### config.mk
export PLATFORM = sky130hd
export DESIGN_NAME = branch_pc_unit
export DESIGN_NICKNAME = d
export VERILOG_FILES = /design/src/rtl/branch_pc_unit.sv
export SDC_FILE = /design/constraint.sdc
export NUM_CORES = 1
export LEC_CHECK = 0
export ABC_CLOCK_PERIOD_IN_PS = 8000
export CAP_MARGIN = 25
export CORE_MARGIN = 5
export CORE_UTILIZATION = 40
export CTS_BUF_LIST = sky130_fd_sc_hd__clkbuf_4
export DETAILED_ROUTE_END_ITERATION = 10
export PLACE_DENSITY = 0.7
export SETUP_SLACK_MARGIN = 0.1
export SLEW_MARGIN = 10
export SYNTH_ARGS = -nofsm -noshare
export SYNTH_HDL_FRONTEND = slang
export SYNTH_SLANG_ARGS = --single-unit
### constraint.sdc
create_clock -name CLK -period 8 [get_ports CLK]
set_input_delay 0.8 -clock CLK [delete_from_list [all_inputs] [get_ports CLK]]
set_output_delay 0.8 -clock CLK [all_outputs]
set_load 0.02 [all_outputs]
### src/rtl/branch_pc_unit.sv
// Program counter register with beq/bne/j resolution from the ALU ZERO flag.
// Issues a one-cycle FLUSH after each taken transfer and holds state while BUSYWAIT is asserted.
module branch_pc_unit #(
    parameter int unsigned PC_WIDTH     = 32,
    parameter int unsigned OFFSET_WIDTH = 8,
    parameter int unsigned CNT_WIDTH    = 8
) (
    input  logic                    CLK,
    input  logic                    RESET,
    input  logic                    ZERO,
    input  logic                    BRANCH,
    input  logic                    BRANCH_NE,
    input  logic                    JUMP,
    input  logic [OFFSET_WIDTH-1:0] OFFSET,
    input  logic                    BUSYWAIT,
    output logic [PC_WIDTH-1:0]     PC,
    output logic [PC_WIDTH-1:0]     PC_PLUS4,
    output logic                    TAKEN,
    output logic                    FLUSH,
    output logic                    CTRL_ERR,
    output logic [CNT_WIDTH-1:0]    TAKEN_CNT
);

    typedef enum logic [1:0] {
        RUN      = 2'd0,
        FLUSH_ST = 2'd1,
        STALL    = 2'd2
    } state_t;

    localparam logic [PC_WIDTH-1:0]  WORD_BYTES = PC_WIDTH'(4);
    localparam logic [CNT_WIDTH-1:0] CNT_ONE    = CNT_WIDTH'(1);

    state_t                state;
    logic [PC_WIDTH-1:0]   offset_bytes;
    logic [PC_WIDTH-1:0]   target;
    logic                  take;
    logic                  ctrl_conflict;

    assign PC_PLUS4 = PC + WORD_BYTES;

    // Word offset sign-extended and scaled to bytes; the sum wraps modulo 2^PC_WIDTH.
    assign offset_bytes = {{(PC_WIDTH-OFFSET_WIDTH-2){OFFSET[OFFSET_WIDTH-1]}}, OFFSET, 2'b00};
    assign target       = PC_PLUS4 + offset_bytes;

    assign take          = JUMP | (BRANCH & ZERO & ~BRANCH_NE) | (BRANCH_NE & ~ZERO & ~BRANCH);
    assign ctrl_conflict = BRANCH & BRANCH_NE & ~JUMP;

    always_ff @(posedge CLK or posedge RESET) begin
        if (RESET) begin
            state     <= RUN;
            PC        <= '0;
            TAKEN     <= 1'b0;
            FLUSH     <= 1'b0;
            CTRL_ERR  <= 1'b0;
            TAKEN_CNT <= '0;
        end else begin
            case (state)
                RUN, STALL: begin
                    if (BUSYWAIT) begin
                        state <= STALL;
                    end else begin
                        CTRL_ERR <= ctrl_conflict;
                        if (take) begin
                            PC        <= target;
                            TAKEN     <= 1'b1;
                            FLUSH     <= 1'b1;
                            TAKEN_CNT <= TAKEN_CNT + CNT_ONE;
                            state     <= FLUSH_ST;
                        end else begin
                            PC    <= PC_PLUS4;
                            TAKEN <= 1'b0;
                            FLUSH <= 1'b0;
                            state <= RUN;
                        end
                    end
                end
                FLUSH_ST: begin
                    // Shadow instruction: controls are ignored, FLUSH stays high while stalled.
                    if (!BUSYWAIT) begin
                        PC    <= PC_PLUS4;
                        TAKEN <= 1'b0;
                        FLUSH <= 1'b0;
                        state <= RUN;
                    end
                end
                default: state <= RUN;
            endcase
        end
    end

endmodule
==> results of run 1 <==
-- final timing paths --
| check | startpoint | slack [ns] | endpoint |
|---|---|---|---|
| setup / recovery | PC[7] | 3.87 | PC_PLUS4[25] |
| hold / removal | TAKEN_CNT[7] | 0.48 | TAKEN_CNT[7] |
| setup reg to reg | PC[2] | 4.09 | PC[29] |
| max in group asynchronous | RESET | 6.75 | PC[17] |
| min in group asynchronous | RESET | 0.87 | PC[2] |
| hold reg to reg | TAKEN_CNT[7] | 0.48 | TAKEN_CNT[7] |
-- cell usage in the layout, fill, tap and decap left out, types with 3 or more instances in the layout --
| cell type | Yosys | final |
|---|---|---|
| a21o_1 | 17 | 17 |
| nor2_1 | 35 | 34 |
| nand3_2 | 4 | 4 |
| xnor2_1 | 42 | 42 |
| nand2_1 | 59 | 59 |
| nand3_1 | 15 | 15 |
| a31oi_1 | 10 | 10 |
| conb_1 | 1 | 4 |
| a21oi_1 | 49 | 49 |
| clkbuf_4 | 0 | 5 |
| nand4_1 | 15 | 15 |
| nor2_4 | 3 | 4 |
| inv_1 | 12 | 12 |
| nor3_1 | 12 | 12 |
| o21bai_1 | 6 | 6 |
| nor2b_1 | 7 | 7 |
| a22oi_1 | 5 | 5 |
| o21ai_0 | 31 | 31 |
| xor2_1 | 12 | 12 |
| o211ai_1 | 5 | 5 |
| a211oi_1 | 5 | 5 |
| buf_4 | 5 | 4 |
| and3_1 | 9 | 9 |
| clkdlybuf4s50_1 | 0 | 85 |
| and4_1 | 4 | 4 |
| a221o_1 | 3 | 3 |
| dfrtp_1 | 42 | 42 |
| nor4_1 | 5 | 5 |
| ha_1 | 37 | 37 |
| o21a_1 | 3 | 3 |
| nand2b_1 | 4 | 4 |
-- layer usage --
layer	wire, um	GRT usage
met1	5770	0.269
met2	5660	0.311
met3	671	0.0280
met4	139	0.0377
met5	0	0
-- cells by family after synthesis --
group | Yosys count
compound gates | 156
xor+xnor | 56
fa+ha+maj | 38
buf+inv | 36
flops | 42
mux | 2
other cells | 1
simple gates | 183
-- state kept, by name, indices dropped and copies added, names as in the netlist --
signal	flops
PC	30
TAKEN_CNT	8
state	2
CTRL_ERR	1
FLUSH	1
-- layout make-up --
type                    count  area [um^2]  area share
clock buffers               5         37.5     0.00718
clock inverters             3         23.8     0.00455
inverters                  12         45.0     0.00862
multi-input cells         439         3020       0.577
flip-flops and latches     42         1050       0.201
well taps                 136          170      0.0326
repair buffers             89          881       0.169
-- metrics by stage --
| stage | power [mW] | util | worst slack [ns] | area, um^2 | hold slack [ns] |
|---|---|---|---|---|---|
| global placement | 2.06 | 0.503 | 4.23 | 5160 | 0.461 |
| finish | 2.20 | 0.509 | 3.87 | 5230 | 0.477 |
| global route | 2.38 | 0.509 | 3.72 | 5230 | 0.528 |
| detailed placement | 2.07 | 0.503 | 4.13 | 5160 | 0.462 |
| floorplan | 1.51 | - | 4.20 | 4220 | 0.490 |
| CTS | 2.20 | 0.509 | 3.90 | 5230 | 0.487 |
-- power groups by stage --
stage / Clock (mW) / Sequential (mW) / Combinational (mW)
finish: 0.116 / 0.453 / 1.63
global route: 0.133 / 0.474 / 1.77
CTS: 0.122 / 0.452 / 1.63
detailed placement: 0 / 0.457 / 1.62
global placement: 0 / 0.449 / 1.61
floorplan: 0 / 0.521 / 0.992
==> results.yml, run 1 <==
power:
  seq_power_share: 0.206
  switching_share: 0.514
  power.density_nw_per_um2: 421
  p_clk_frac: 0.053
  ir_drop_uv: 170
  power_leakage_nw: 2.15
  power.internal_mw: 1.07
  p_comb_frac: 0.741
  switching_power_mw: 1.13
clock_network:
  cts_buffers: 5
  htreeDepth: 2
  path_clk_slew_ns: 0.15
  ctsResizeCount: 0
  clkLatencyLatePin_ns: 0.36
  post-cts-setup-buffer-count: 0
  clockBufferDepth: 2
  cts_root_buf: "clkbuf_4"
  postCtsHoldBufs: 0
  cts.sink_count: 42
  cts_tree: "done"
placed_design:
  place_hpwl_mm: 9.12
  portBuffers: 85
  gp_congestion: 0.876
  post-place-cells: 718
setup_path:
  cp.depth: 7
  crit_family: "simple AND/OR/NAND/NOR gates"
  crit_arrival_ns: 3.33
  slowest_delay_ns: 0.70
  cp_cell_sequence: "nand4_1 -> nor3_4 -> nand3_1 -> nor2_4 -> nand3_1 -> xnor2_1 -> clkdlybuf4s50_1"
  required_ns: 7.20
  reg2reg_depth: 16
  cp_max_fo: 9
  slowest_stage: "clkdlybuf4s50_1"
  worst_path_most_repeated_cell: "nand3_1"
  critPathLaunchType: "flip-flop"
  end_kind: "output port"
  critPathBufInv: 1
  path_class: "flip-flop to output port"
timing:
  max_freq_mhz: 242
  maxSlewViolCount: 0
  grt_setup_unrepaired: "no"
  fin_crit_sh: 0.516
  hold_viol_final: 0
  tightestPinTransition_ns: 0.909
  final.setup_skew_ns: 0.0131
  finalCriticalPeriod_ns: 4.13
  max_slew_margin: 0.393
  finalSetupViolations: 0
  setup_tns_ns: 0
yosys:
  yosys.area_share.simple: 0.225
  synth_top_family_by_area: "compound AO/OA/AOI/OAI gates"
  yosys.area.top_type: "dfrtp_1"
  synth_common_cells: "nand2_1 (59), a21oi_1 (49), dfrtp_1 (42), xnor2_1 (42), ha_1 (37)"
  synth_area_um2: 4210
  synth_compound_area_frac: 0.245
  syn_avg_cell_area_um2: 8.18
  synth-main-ff-cell: "dfrtp_1"
  ys_warn_count: 0
  synth_cells: 514
  yosysTopAreaCellShare: 0.250
  ys_types: 65
  synth_edf_count: 0
  async_reset_ff_frac: 1.00
  seq_area_frac_synth: 0.250
  synthXorXnorAreaFrac: 0.123
  synth_seq_cells: 42
  yosys-top-cells-area: "dfrtp_1 (25%), ha_1 (11%), xnor2_1 (8.7%)"
  synth.most_common_cell: "nand2_1"
  yosys-mux-area-fraction: 0.00506
  synth_fa_ha_area_frac: 0.115
floorplan:
  num_rows: 37
  die_x_um: 113
  num_io_pins: 90
  initial_core_util: 0.409
  fp.dieH_um: 113
  die_area_um2: 12700
  core_um2: 10300
routing:
  first_iter_violations: 320
  dr.pass1.iters: 5
  avgViaCountPerCell: 5.67
  routed_wirelength_mm: 12.2
  postRouteAntennaNets: 0
  drcViolationCount: 0
  vias: 4115
  wl_per_cell_um: 16.9
layout:
  n_antenna_cell: 0
  fin_cells: 726
  nFillCells: 1000
  layout-drive-gt1-share: 0.0661
  final_nets: 642
  syn_to_final_growth_pct: 24.2
hold_path:
  hp-class: "flip-flop to flip-flop"
  min_path_cells: 1
global_routing:
  grt.total_usage: 0.191
  grt_overflow_total: 0
  grt_pass1_wl_mm: 20.3
  grt_max_degree: 43
  antenna_found_initial: 0
  grt_pass1_vias: 3959
job:
  timing.max_cap.violations: 0
run_status:
  status: "completed"
Note: power is estimated with default switching activity, not from simulation.
==> run 2: changes to the inputs <==
ABC_CLOCK_PERIOD_IN_PS = 3800   (was 8000)
PLACE_DENSITY = 0.73   (was 0.7)
clock period = 3.8 ns   (was 8 ns; I/O delays follow)
==> run 2 against run 1 <==
Sequential share of layout area is 1.0 points lower; power is 130% higher; clock power grew to 3.3 times the previous value; first-iteration DRC count is 21% lower; setup slack worse by 3.6 ns; worst hold slack worse by 0.018 ns; critical endpoint is now PC[28]; highest routed layer unchanged.
==> results.yml, run 2 (synthesis results as in run 1) <==
global_routing:
  busiest_layer: "met2"
  grt_max_degree: 43
  met3_usage: 0.0253
  use_met1: 0.251
  grt_overflow_total: 0
  antenna_found_initial: 0
  grt.total_usage: 0.191
  met2_usage: 0.326
  grt_pass1_wl_mm: 20.4
  grt_pass1_vias: 4115
timing:
  finalCriticalPeriod_ns: 3.51
  hold_viol_final: 0
  final.setup_skew_ns: 0.0157
  grt_setup_unrepaired: "yes"
  fin_crit_sh: 0.923
  max_freq_mhz: 285
  finalSetupViolations: 0
  tightestPinTransition_ns: 0.671
  setup_ws_ns: 0.292
  setup_tns_ns: 0
  maxSlewViolCount: 0
  max_slew_margin: 0.552
setup_path:
  cp_max_fo: 6
  slowest_delay_ns: 0.49
  path_class: "flip-flop to flip-flop"
  crit_family: "compound AO/OA/AOI/OAI gates"
  crit_arrival_ns: 3.81
  critPathLaunchType: "flip-flop"
  cp_cell_sequence: "nand4_1 -> nor3_4 -> nor2b_1 -> nand3_1 -> xnor2_2 -> ha_1 -> a21o_1 -> a21oi_1 -> o21bai_1 -> a21o_1 -> a21o_1 -> a31oi_1 -> o41ai_2 -> xnor2_1 -> o211ai_1"
  slowest_stage: "dfrtp_1"
  end_kind: "flip-flop"
  required_ns: 4.10
  critPathBufInv: 0
  worst_path_most_repeated_cell: "a21o_1"
power:
  power.density_nw_per_um2: 900
  power_leakage_nw: 2.32
  power_mw: 4.96
  ir_drop_uv: 399
clock_network:
  cts_buffers: 5
  clkLatencyLatePin_ns: 0.37
  cts_root_buf: "clkbuf_4"
  cts.sink_count: 42
  postCtsHoldBufs: 0
  clockBufferDepth: 2
  cts_tree: "done"
  htreeDepth: 2
  path_clk_slew_ns: 0.15
layout:
  largest_register_ffs: 30
  layout-drive-gt1-share: 0.119
  layout_common_cells: "clkdlybuf4s50_1 (85), nand2_1 (59), a21oi_1 (47)"
  final_nets: 659
  n_antenna_cell: 0
  final_core_util: 0.536
  syn_to_final_growth_pct: 30.9
  layout_commonest_cell: "clkdlybuf4s50_1"
  nFillCells: 962
  fin_area_um2: 5510
  reg_top3: "PC: 30 flops, TAKEN_CNT: 8 flops, state: 2 flops"
  largest_register: "PC"
routing:
  vias: 4220
  avgViaCountPerCell: 5.68
  routed_wirelength_mm: 12.5
  wl_per_cell_um: 16.8
  drcViolationCount: 0
  postRouteAntennaNets: 0
  dr.pass1.iters: 4
  first_iter_violations: 252
floorplan:
  num_rows: 37
  initial_core_util: 0.409
  core_um2: 10300
  die_x_um: 113
  num_io_pins: 90
  fp.dieH_um: 113
  die_area_um2: 12700
hold_path:
  hp-class: "primary input to asynchronous set/reset pin"
placed_design:
  place_ws_ns: 0.147
  portBuffers: 85
  place_hpwl_mm: 9.26
  gp_congestion: 0.936
  placed_area_um2: 5270
job:
  timing.max_cap.violations: 0
run_status:
  status: "completed"
[run 2: layer usage]
layer / vias up / share of wire
met4: 0 / 0.018
met1: 2006 / 0.44
met5: - / 0
met2: 148 / 0.49
met3: 18 / 0.048
li1: 2048 / -
[run 2: worst min-delay path: stages]
cell and delay, ns:
clkdlybuf4s50_1 0.41, clkinv_1 0.05, buf_4 0.47
[run 2: area by class of cell]
class | count | area [um^2] | share of cell area
Tap cell | 136 | 170 | 0.0309
Inverter | 12 | 45.0 | 0.00818
Multi-Input combinational cell | 439 | 3120 | 0.567
Timing Repair Buffer | 106 | 1010 | 0.183
Clock buffer | 5 | 37.5 | 0.00682
Clock inverter | 3 | 68.8 | 0.0125
Sequential cell | 42 | 1050 | 0.191
[run 2: repair_timing]
item / in CTS / in global routing
setup buffers: 0 / 6
endpoints found under the setup margin: 0 / 15
resized for setup: 0 / 16
[run 2: path summary, 6_finish.rpt]
check	from	to	slack (ns)	cells after the start
worst min register to register	TAKEN_CNT[7]	TAKEN_CNT[7]	0.48	1
worst max-delay path	PC[9]	PC[28]	0.29	15
worst min-delay path	RESET	PC[28]	0.46	3
min in group CLK	TAKEN_CNT[7]	TAKEN_CNT[7]	0.48	1
max in group asynchronous	RESET	PC[8]	2.94	3
worst max register to register	PC[9]	PC[28]	0.29	15
[run 2: where the power goes]
| group | leakage [nW] | switching, mW | total (mW) | internal (mW) |
|---|---|---|---|---|
| clock | 0.0554 | 0.172 | 0.378 | 0.206 |
| sequential | 0.512 | 0.301 | 0.932 | 0.631 |
| combinational | 1.75 | 1.98 | 3.65 | 1.67 |
| total | 2.32 | 2.45 | 4.96 | 2.50 |
[run 2: stage by stage]
stage                     instances  hold WS [ns]
after floorplan                 517         0.473
after global placement          729         0.462
after detailed placement        729         0.465
after CTS                       737         0.474
after global routing            743         0.501
final                           743         0.460
